File: src/rtl/sparse_idx_scheduler.sv
`default_nettype none
// sparse_idx_scheduler: round-robin arbiter sharing one random-index source; each grant issues W indices.
// Build option SPARSE_IDX_DUP_CHECK_EN adds an occupancy bitmap so a burst carries W distinct indices.
module sparse_idx_scheduler #(
  parameter int RANGE = 64,
  parameter int W     = 8,
  parameter int NREQ  = 4,
  localparam int IDXW = $clog2(RANGE)
) (
  input  logic            clk,
  input  logic            arst_n_in,
  input  logic [NREQ-1:0] req_in,
  input  logic [IDXW-1:0] rand_idx_in,
  output logic [NREQ-1:0] grant_out,
  output logic [IDXW-1:0] idx_out,
  output logic            idx_valid_out,
  input  logic            idx_ready_in,
  output logic            idx_last_out,
  output logic            busy_out
);
  localparam int CW = $clog2(W + 1);
  localparam int PW = $clog2(NREQ);
  localparam logic [CW-1:0] LAST_CNT = CW'(W - 1);
  localparam logic [PW-1:0] LAST_REQ = PW'(NREQ - 1);

  generate
    if (W < 1 || W > RANGE) begin : g_bad_w
      $error("sparse_idx_scheduler: W must lie in [1, RANGE]");
    end
    if (NREQ < 2) begin : g_bad_nreq
      $error("sparse_idx_scheduler: NREQ must be at least 2");
    end
  endgenerate

  typedef enum logic [1:0] {
    IDLE = 2'd0,
    DRAW = 2'd1,
    SEND = 2'd2
  } state_t;

  state_t          state, state_n;
  logic [NREQ-1:0] grant_n;
  logic [IDXW-1:0] idx_n;
  logic            valid_n, last_n, busy_n;
  logic [CW-1:0]   count, count_n;
  logic [PW-1:0]   rr, rr_n;

  logic            accept;
  logic [IDXW-1:0] draw_idx;

`ifdef SPARSE_IDX_DUP_CHECK_EN
  logic [RANGE-1:0] bitmap, bitmap_n;
  logic             in_range;

  // Raw values beyond RANGE-1 can only appear when RANGE is not a power of two.
  generate
    if (RANGE == (1 << IDXW)) begin : g_pow2
      assign in_range = 1'b1;
    end else begin : g_npow2
      localparam logic [IDXW:0] RANGE_W = (IDXW + 1)'(RANGE);
      assign in_range = ({1'b0, rand_idx_in} < RANGE_W);
    end
  endgenerate

  assign accept   = in_range && !bitmap[rand_idx_in];
  assign draw_idx = rand_idx_in;
`else
  assign accept = 1'b1;
  generate
    if (RANGE == (1 << IDXW)) begin : g_pow2
      assign draw_idx = rand_idx_in;
    end else begin : g_npow2
      localparam logic [IDXW:0] RANGE_W = (IDXW + 1)'(RANGE);
      logic [IDXW:0] wrapped;
      assign wrapped  = {1'b0, rand_idx_in} % RANGE_W;
      assign draw_idx = wrapped[IDXW-1:0];
    end
  endgenerate
`endif

  logic          found;
  logic [PW-1:0] winner;

  always_comb begin
    int pos;
    found  = 1'b0;
    winner = '0;
    pos    = 0;
    for (int i = 0; i < NREQ; i++) begin
      pos = int'(rr) + i;
      if (pos >= NREQ) pos = pos - NREQ;
      if (!found && req_in[PW'(pos)]) begin
        found  = 1'b1;
        winner = PW'(pos);
      end
    end
  end

  always_comb begin
    state_n  = state;
    grant_n  = grant_out;
    idx_n    = idx_out;
    valid_n  = idx_valid_out;
    last_n   = idx_last_out;
    busy_n   = busy_out;
    count_n  = count;
    rr_n     = rr;
`ifdef SPARSE_IDX_DUP_CHECK_EN
    bitmap_n = bitmap;
`endif
    case (state)
      IDLE: begin
        if (found) begin
          state_n          = DRAW;
          grant_n          = '0;
          grant_n[winner]  = 1'b1;
          busy_n           = 1'b1;
          count_n          = '0;
          rr_n             = (winner == LAST_REQ) ? '0 : winner + PW'(1);
`ifdef SPARSE_IDX_DUP_CHECK_EN
          bitmap_n         = '0;
`endif
        end
      end
      DRAW: begin
        if (accept) begin
          state_n = SEND;
          idx_n   = draw_idx;
          valid_n = 1'b1;
          last_n  = (count == LAST_CNT);
`ifdef SPARSE_IDX_DUP_CHECK_EN
          bitmap_n[rand_idx_in] = 1'b1;
`endif
        end
      end
      SEND: begin
        if (idx_ready_in) begin
          valid_n = 1'b0;
          last_n  = 1'b0;
          if (idx_last_out) begin
            state_n = IDLE;
            grant_n = '0;
            busy_n  = 1'b0;
          end else begin
            state_n = DRAW;
            count_n = count + CW'(1);
          end
        end
      end
      default: state_n = IDLE;
    endcase
  end

  always_ff @(posedge clk or negedge arst_n_in) begin
    if (!arst_n_in) begin
      state         <= IDLE;
      grant_out     <= '0;
      idx_out       <= '0;
      idx_valid_out <= 1'b0;
      idx_last_out  <= 1'b0;
      busy_out      <= 1'b0;
      count         <= '0;
      rr            <= '0;
`ifdef SPARSE_IDX_DUP_CHECK_EN
      bitmap        <= '0;
`endif
    end else begin
      state         <= state_n;
      grant_out     <= grant_n;
      idx_out       <= idx_n;
      idx_valid_out <= valid_n;
      idx_last_out  <= last_n;
      busy_out      <= busy_n;
      count         <= count_n;
      rr            <= rr_n;
`ifdef SPARSE_IDX_DUP_CHECK_EN
      bitmap        <= bitmap_n;
`endif
    end
  end

endmodule
`default_nettype wire

File: config.mk
export PLATFORM = sky130hd
export DESIGN_NAME = sparse_idx_scheduler
export DESIGN_NICKNAME = d
export VERILOG_FILES = /design/src/rtl/sparse_idx_scheduler.sv
export SDC_FILE = /design/constraint.sdc
export NUM_CORES = 1
export LEC_CHECK = 0
export BUFFER_PORTS_ARGS = -buffer_cell sky130_fd_sc_hd__buf_2
export CORE_MARGIN = 4
export CORE_UTILIZATION = 49
export DETAILED_ROUTE_END_ITERATION = 7
export GPL_TIMING_DRIVEN = 0
export PLACE_DENSITY_LB_ADDON = 0.15
export SLEW_MARGIN = 20
export SYNTH_ARGS = -nofsm -noshare
export SYNTH_HDL_FRONTEND = slang
export SYNTH_SLANG_ARGS = --single-unit
File: constraint.sdc
create_clock -name clk -period 4.85 [get_ports clk]
set_clock_uncertainty 0.1 [all_clocks]
set_input_delay 0.2425 -clock clk [delete_from_list [all_inputs] [get_ports clk]]
set_output_delay 0.2425 -clock clk [all_outputs]
set_load 0.02 [all_outputs]
==> impl_results.md, run 1 <==
- Total negative slack: 0 ps
- Worst Path Required: 4950 ps
- Hold path cells: 2
- HPWL Detailed: 1.627 mm
- Routability cong.: between 0.7 and 0.8
- Post-Route WL: 2.114 mm
- Worst Max-Slew Pin Slew: 454.7 ps
- Synth cell types: 35
- Clock sink count: 21
- RR Startpoint: rr[1]
- CP Launch Type: flop
- Yosys reg bits: 21
- Fin crit share: 37.05%
- Detail Route Antenna Nets: 0
- EDFF count, synth: 0
- Final setup vio count: 0
- WL met2: 1.063 mm
- Net Count, Synth: 116
- IO buf count: 25
- Routed via count: 851
- Run status: finished, final reports clean
- Yosys top cell by area: dfrtp_1
- CTS max path bufs: 2
- Inserted Clock Buffers: 3
- Largest net degree at the start of global routing: 22
- Worst rel slew slack: between 60 and 70%
- Layout Nets: approximately 150
- Maximum clock frequency: 556.5 MHz
- Leakage: 0.6602 nW
- Global route overflow: 0
- Remaining routing DRC violations: 0
- Metal3 WL: 123 um
- Met1 Wirelength: 913 um
- CTS root buffer: clkbuf_4
- Max-cap viol count: 0
- H-tree levels: 1
- Final core occ: a little under two thirds
- Vias/cell: approximately 5.5
- Iteration-0 DRC Markers: 14
- Syn. warnings: 0
- Row count: 16
- Global-route wire length before repair: 3.712 mm
- Antenna diode count: 0
- R2r endpoint: rr[1]
- Die width: 55.59 um
- Top routing layer in use: met4
- Initial DRT Pass Iterations: 4
- Primary FF master, synth: dfrtp_1
- Max-slew violation count: 0
- Die area: approximately 3000 um^2
- Yosys top cell area share: 47.35%
- Crit end category: flop
- Worst skew pair latency: 300 ps
- Clk pin slew, worst setup/hold paths: roughly 120 ps
- Die Y-Extent: 55.59 um
- Syn avg cell area: 11.32 um^2
- Period minus WS final: 1797 ps
- Initial Util: 53.82%
- Unrepaired setup endpoints after global routing: no
- Critical Path AT: around 1900 ps
- Core area: between 2000 and 2500 um^2
- I/O pin count: 26
- Number of global-route vias before repair: 864
- Antenna violations before repair: 0
- Mapped Cells: 98
- TritonCTS clock tree: built
- Max FO, Critical Path: 6
- FFs w/ async S/R, synth: 100.0%
- Tot GR Track Use: around 15%
- Fin. Hold Viols: 0
- Cell area after synthesis: 1110 um^2
- HP Start: rand_idx_in[3]
- Worst Path Class, Setup: reg2reg
- Maximum vdd ir drop: 0.3108 mV
- R2r setup slk: 3050 ps
- Power Density: 598.6 nW/um^2
- Worst Reg-to-Reg Cells: 5
- Area grow syn2layout: 17.70%
- Min-Delay Endpoint: idx_out[3]
- Synth top area cells: dfrtp_1 47%, mux2_2 9.1%, ha_1 5.6%, mux2i_1 3.6%, nor2b_1 2.8%
- Post-CTS Setup Repair Bufs: 0
- Layout cells sized above 1: roughly 38%
- WL per Instance: 13.64 um
- Register area share after synthesis: 47.35%
- Worst Hold Class: in2reg
-- synthesized netlist by cell type (all sizes together), types with 2 or more instances --
cell type  number
nand3b          2
a21oi           3
nor2            6
buf             2
a22o            3
o21bai          3
nand3           2
mux2           10
dfrtp          21
mux2i           4
nand2           9
nand2b          3
inv             4
ha              5
nor2b           5
-- cell usage in the layout, fill, tap and decap left out, types with 2 or more instances in the layout --
cell type  Yosys  final
mux2_2         9      9
clkbuf_4       0      3
buf_2          2     27
ha_1           5      5
inv_1          4      4
nand3b_1       2      2
dfrtp_1       21     21
a22o_1         3      3
nor2b_1        5      5
nand3_1        2      2
mux2i_1        4      4
nand2_1        8      8
a21oi_1        3      3
nor2_1         5      5
nand2b_1       3      3
o21bai_1       2      2
-- kinds of logic after synthesis --
logic type	synth area share, %
and+or+nand+nor	17.03
DFF	47.35
AOI/OAI and AO/OA	13.30
muxes	14.09
buffers and inverters	2.592
adders and majority gates	5.637
-- layer usage --
layer,track usage [%],vias to the layer above
met3,4.408,2
li1,-,404
met1,16.96,427
met4,5.556,0
met5,0,-
met2,25.51,18
-- metrics by stage --
step	std cells	hold slack, ps	power (mW)	setup slack (ps)	area [um^2]
2_1_floorplan	98	-153.1	0.5940	3190	1110
3_3_place_gp	150	120.5	0.6900	3079	1269
3_5_place_dp	150	125.2	0.7070	3078	1269
4_1_cts	155	58.48	0.7896	3052	1306
5_1_grt	155	37.10	0.8435	2966	1306
6_report	155	66.14	0.7819	3053	1306
-- worst max-delay path, stage by stage (launching register included) --
cell	delay (ps)
dfrtp_1	460
a21o_2	210
a21boi_0	230
o22a_1	200
ha_1	230
mux2_4	260
-- worst max-delay path by stage --
stage | start | end | slack (ps) | cells past startpoint
floorplan | rr[1] | rr[1] | 3190 | 5
global placement | rr[1] | rr[1] | 3080 | 5
detailed placement | rr[1] | rr[1] | 3080 | 5
CTS | rr[1] | rr[1] | 3050 | 5
global route | rr[1] | rr[1] | 2970 | 5
finish | rr[1] | rr[1] | 3050 | 5
-- flip-flops by register name, summed over array words and instances (netlist names) --
register	count
busy_out	1
count	4
grant_out	4
idx_last_out	1
idx_out	6
idx_valid_out	1
rr	2
state	2
-- area by class of cell --
cell class | count | area (um^2)
multi-input cells | 70 | 555.5
fillers | 164 | 755.7
well taps | 27 | 33.78
plain buffers | 3 | 13.76
clock inverters | 1 | 5.005
clock buffers | 3 | 22.52
repair buffers | 26 | 135.1
inverters | 4 | 15.01
flip-flops and latches | 21 | 525.5
-- timing repair --
item | 4_1_cts | 5_1_grt
endpoints found under the setup margin | 0 | 0
hold buffers | 1 | 0
endpoints found under the hold margin | 21 | 0
gates resized for setup | 0 | 0
-- power breakdown --
group / total [mW] / switching (mW) / internal (mW)
sequential: 0.297 / 0.0495 / 0.248
clock: 0.0834 / 0.0527 / 0.0307
combinational: 0.401 / 0.220 / 0.181
(Power assumes the default switching activity.)
==> inputs of run 2 (changes only) <==
- clock period: 4.85 -> 1.85 ns (I/O delays scaled with it)
==> impl_results.md, run 2 (synthesis results as in run 1) <==
- Remaining routing DRC violations: 0 (unchanged)
- Layout fillers: 155 (-5.5%)
- Met2 Use GR: 25.68% (+0.17 points)
- Critical path's slowest cell: dfrtp_2
- Critical path's top delay family: compound AO/OA/AOI/OAI gates
- Max FO, Critical Path: 6 (unchanged)
- Biggest regs: idx_out (6), count (4), grant_out (4)
- Fin crit share: 93.47% (+56 points)
- Vias/cell: 5.364 (-2.3%)
- Crit end category: flop
- Core area: 2062 um^2 (unchanged)
- Largest register FFs: 6 (unchanged)
- Routability cong.: 0.7178 (unchanged)
- Clock sink count: 21 (unchanged)
- IO buf count: 25 (unchanged)
- CTS root buffer: clkbuf_4
- Antenna violations before repair: 0 (unchanged)
- Leakage: 0.6890 nW (+4.4%)
- Met1 global-route usage: 17.69% (+0.73 points)
- Initial Util: 53.82% (unchanged)
- Final setup vio count: 0 (unchanged)
- Worst Hold Class: in2reg
- Design Power: 2.066 mW (+160%)
- Detail Route Antenna Nets: 0 (unchanged)
- Antenna diode count: 0 (unchanged)
- Critical path cell sequence: a21o_2 > a21boi_1 > o22a_1 > ha_1 > mux2_4
- H-tree levels: 1 (unchanged)
- Unrepaired setup endpoints after global routing: no
- Worst Path Required: 1950 ps (-3000 ps)
- Layout Nets: 154 (+4.8%)
- Commonest non-fill, non-tap cell in the layout: buf_2
- Number of global-route vias before repair: 891 (+3.1%)
- TritonCTS clock tree: built
- Final instance area: 1378 um^2 (+5.5%)
- Max-slew violation count: 0 (unchanged)
- Routed via count: 869 (+2.1%)
- Layout cells sized above 1: 36.30% (-1.2 points)
- Area of the multi-input gates: 555.5 um^2 (unchanged)
- Die width: 55.59 um (unchanged)
- Power Density: 1500 nW/um^2 (+150%)
- Critical Path Max Stage Delay: 460 ps (about the same)
- Inserted Clock Buffers: 3 (unchanged)
- I/O pin count: 26 (unchanged)
- Period minus WS final: 1729 ps (-67.57 ps)
- CTS max path bufs: 2 (unchanged)
- Largest net degree at the start of global routing: 22 (unchanged)
- WL per Instance: 13.33 um (-2.2%)
- Maximum vdd ir drop: 0.8162 mV (+160%)
- Worst skew pair latency: 300 ps (about the same)
- Post-CTS Setup Repair Bufs: 0 (unchanged)
- Die Y-Extent: 55.59 um (unchanged)
- Top Usage Layer GRT: met2
- Critical Path AT: 1830 ps (-70 ps)
- Sequential cell area: 526.8 um^2 (+0.24%)
- Initial DRT Pass Iterations: 4 (unchanged)
- Worst rel slew slack: 69.68% (about the same)
- Global route overflow: 0 (unchanged)
- Row count: 16 (unchanged)
- Biggest register: idx_out
- CP Launch Type: flop
- Max-cap viol count: 0 (unchanged)
- Run status: finished, final reports clean
- CP Buf/Inv Count: 0 (unchanged)
- Iteration-0 DRC Markers: 20 (+6)
- Total negative slack: 0 ps (unchanged)
- Post-Route WL: 2.160 mm (+2.2%)
- Most frequent cells in the layout: 27 x buf_2, 20 x dfrtp_1, 9 x mux2_2
- Global-route wire length before repair: 3.801 mm (+2.4%)
- DP Area: 1269 um^2 (unchanged)
- Die area: 3090 um^2 (unchanged)
- Area grow syn2layout: 24.13%
- Clk pin slew, worst setup/hold paths: 120 ps (about the same)
- HPWL Detailed: 1.627 mm (unchanged)
- Global routing usage on met3: 4.408% (unchanged)
- Worst Max-Slew Pin Slew: 454.8 ps (+0.1045 ps)
- Fin. Hold Viols: 0 (unchanged)
- Worst Path Class, Setup: reg2reg
- Tot GR Track Use: 15.02% (+0.29 points)
- Maximum clock frequency: 578.3 MHz (+3.9%)
## run 2: cell count changes in the layout (fill, tap and decap cells not counted)
cell / previous run / this run
a21boi_0: 1 / 0
a21boi_1: 0 / 1
dfrtp_1: 21 / 20
dlygate4sd3_1: 1 / 8
dfrtp_2: 0 / 1
## run 2: metal layers
| metal | up-vias | routed length (um) |
|---|---|---|
| met3 | 2 | 119 |
| met1 | 431 | 948 |
| met2 | 18 | 1078 |
| li1 | 418 | - |
| met4 | 0 | 14 |
| met5 | - | 0 |
## run 2: layout make-up
cell class	count	share of cell area, %
buffer	3	0.9991
clock buffer	3	1.635
clock inverter	1	0.3633
inverter	4	1.090
multi-input combinational	70	40.33
sequential	21	38.24
tap	27	2.452
timing repair buffer	33	14.90
## run 2: worst register-to-register path, delay by kind of cell (launching register included)
family	cells	cell delay, ps
multiplexers	1	260
AO/OA/AOI/OAI	3	570
adder cells (fa/ha/maj)	1	230
flip-flops	1	460
## run 2: through the flow
step / hold slack, ps / cells / utilization, % / worst slack, ps
after floorplan: -303.1 / 98 / - / 190.1
after global placement: -29.45 / 150 / 61.53 / 79.04
after detailed placement: -24.79 / 150 / 61.53 / 78.06
after CTS: 59.28 / 162 / 66.75 / 52.07
after global routing: 77.26 / 162 / 66.81 / 19.95
final: 71.89 / 162 / 66.81 / 120.8
## run 2: path summary, 6_finish.rpt
kind / startpoint / cells after the start / end / slack, ps
min: req_in[1] / 3 / rr[0] / 70
max in group asynchronous: arst_n_in / 2 / rr[1] / 1160
min in group asynchronous: arst_n_in / 2 / count[2] / 160
max reg2reg: rr[1] / 5 / rr[1] / 120
min reg2reg: busy_out / 2 / busy_out / 400
max: rr[1] / 5 / rr[1] / 120
## run 2: repair_timing
item	CTS	global route
setup endpoints to repair	0	1
hold buffers	8	0
gates resized for setup	0	2
hold endpoints to repair	28	0
## run 2: where the power goes
| part | leakage [nW] | switching, mW | internal (mW) | total [mW] |
|---|---|---|---|---|
| sequential | 0.256 | 0.130 | 0.652 | 0.782 |
| combinational | 0.415 | 0.580 | 0.485 | 1.07 |
| clock | 0.0177 | 0.138 | 0.0806 | 0.219 |
==> inputs of run 3 (changes only) <==
- CORE_UTILIZATION: 49 -> 47
- clock period: 1.85 -> 1.46 ns (I/O delays scaled with it)
==> impl_results.md, run 3 (synthesis results as in run 1) <==
- Maximum clock frequency: 602.8 MHz (+4.2%)
- Crit end category: flop
- Die width: 56.60 um (+1.8%)
- Largest register FFs: 6 (unchanged)
- Tot GR Track Use: 16.18% (+1.2 points)
- Area grow syn2layout: 36.30%
- RR Startpoint: rr[1]
- Leakage: 0.7453 nW (+8.2%)
- DP Area: 1274 um^2 (+0.39%)
- Worst Path Class, Setup: reg2reg
- Min-Delay Endpoint: rr[0]
- Most frequent cells in the layout: 27 x buf_2, 20 x dfrtp_1, 10 x buf_4
- Fin. Hold Viols: 0 (unchanged)
- Inserted Clock Buffers: 3 (unchanged)
- HPWL Detailed: 1.553 mm (-4.5%)
- HP Start: req_in[1]
- Min setup slack post-route: -198.8 ps (-319.6 ps)
- TritonCTS clock tree: built
- Core area: 2233 um^2 (+8.3%)
- Max FO, Critical Path: 4 (-2)
- Worst Max-Slew Pin Slew: 467.5 ps (+12.70 ps)
- Die area: 3203 um^2 (+3.6%)
- CP Launch Type: flop
- Detail Route Antenna Nets: 0 (unchanged)
- Placed cell count: 151 (+0.67%)
- CTS max path bufs: 2 (unchanged)
- Total negative slack: -356.8 ps (-356.8 ps)
- Worst Hold Class: in2reg
- Max-slew violation count: 0 (unchanged)
- Worst skew pair latency: 300 ps (about the same)
- Worst rel slew slack: 68.84% (-0.85 points)
- Biggest register: idx_out
- Layout Nets: 165 (+7.1%)
- Final core occ: 67.73% (+0.92 points)
- Routed via count: 914 (+5.2%)
- Design Power: 2.907 mW (+41%)
- R2r endpoint: rr[1]
- Worst Path Required: 1560 ps (-390 ps)
- Antenna violations before repair: 0 (unchanged)
- Worst Reg-to-Reg Cells: 5 (unchanged)
- Initial Util: 49.69% (-4.1 points)
- Critical Path AT: 1760 ps (-70 ps)
- Biggest regs: idx_out (6), count (4), grant_out (4)
- Run status: finished, violations left
- Die Y-Extent: 56.60 um (+1.8%)
- I/O pin count: 26 (unchanged)
- Clock sink count: 21 (unchanged)
- Antenna diode count: 0 (unchanged)
- Final Non-Filler Cells: 174 (+7.4%)
- Max-cap viol count: 0 (unchanged)
- WL per Instance: 14.28 um (+7.1%)
- Remaining routing DRC violations: 0 (unchanged)
- Unrepaired setup endpoints after global routing: yes
- Number of global-route vias before repair: 893 (+0.22%)
- Iteration-0 DRC Markers: 27 (+35%)
- Final setup vio count: 3 (+3)
- Maximum vdd ir drop: 1.164 mV (+43%)
- Power Density: 1922 nW/um^2 (+28%)
- Initial DRT Pass Iterations: 4 (unchanged)
- Worst hold slack: 64.90 ps (-6.992 ps)
- Largest net degree at the start of global routing: 22 (unchanged)
- IO buf count: 25 (unchanged)
- Commonest non-fill, non-tap cell in the layout: buf_2
- Row count: 17 (+1)
- Global-route wire length before repair: 4.064 mm (+6.9%)
- H-tree levels: 1 (unchanged)
- Clk pin slew, worst setup/hold paths: 110 ps (about the same)
- Hold path cells: 3 (unchanged)
- Period minus WS final: 1659 ps (-70.40 ps)
- Failing checks: setup timing
- Dpl ws: -226.1 ps (-304.2 ps)
- R2r setup slk: -200 ps (-320 ps)
- CTS root buffer: clkbuf_4
- Global route overflow: 0 (unchanged)
- Fin crit share: 113.6% (+20 points)
- Vias/cell: 5.253 (-2.1%)
- Post-Route WL: 2.485 mm (+15%)
- Routability cong.: 0.7721 (+7.6%)
- Final instance area: 1513 um^2 (+9.8%)
- Layout cells sized above 1: 47.95% (+12 points)
==> run 3: cell types whose count changed in the layout (fill, tap and decap cells not counted), sizes merged <==
cell / before / now
clkinv: 1 / 0
clkbuf: 4 / 5
buf: 27 / 38
==> run 3: worst max path at each step <==
stage                 end  slack [ps]  depth (start not counted)  startpoint
floorplan           rr[1]        -130                          5       rr[1]
global placement    rr[1]        -210                          5       rr[0]
detailed placement  rr[1]        -230                          5       rr[1]
CTS                 rr[1]        -160                          5       rr[1]
global route        rr[1]        -260                          5       rr[1]
finish              rr[1]        -200                          5       rr[1]
==> run 3: report_power, final <==
part / switching, mW / internal [mW] / total (mW)
Combinational: 0.832 / 0.796 / 1.63
Clock: 0.174 / 0.107 / 0.281
Sequential: 0.173 / 0.826 / 0.999
==> run 3: what timing repair did <==
| item | in CTS | in global routing |
|---|---|---|
| hold endpoints to repair | 28 | 0 |
| setup endpoints to repair | 7 | 10 |
| gates resized for setup | 3 | 13 |
| pin swaps | 5 | 5 |
| hold buffers | 8 | 0 |
| setup buffers | 8 | 4 |
==> run 3: per-layer routing <==
layer  part of all wire (%)  up-vias  global-route usage (%)
met3                    3.9        2                   4.138
met2                     53       15                   29.04
met4                   0.64        0                   3.051
li1                       -      445                       -
met5                      0        -                       0
met1                     42      452                   19.39
==> run 3: area by class of cell <==
type                    instances  area [um^2]
plain buffers                   3        15.01
clock buffers                   4        26.28
fillers                       176        720.7
inverters                       4        15.01
multi-input cells              70        603.1
flip-flops and latches         21        526.8
well taps                      28        35.03
repair buffers                 44        291.5
==> run 3: worst max-delay path: stages, from the launching register on <==
cell and delay [ps]:
dfrtp_1 430, a21o_2 210, a21boi_2 140, o22a_1 180, ha_1 230, mux2_4 260
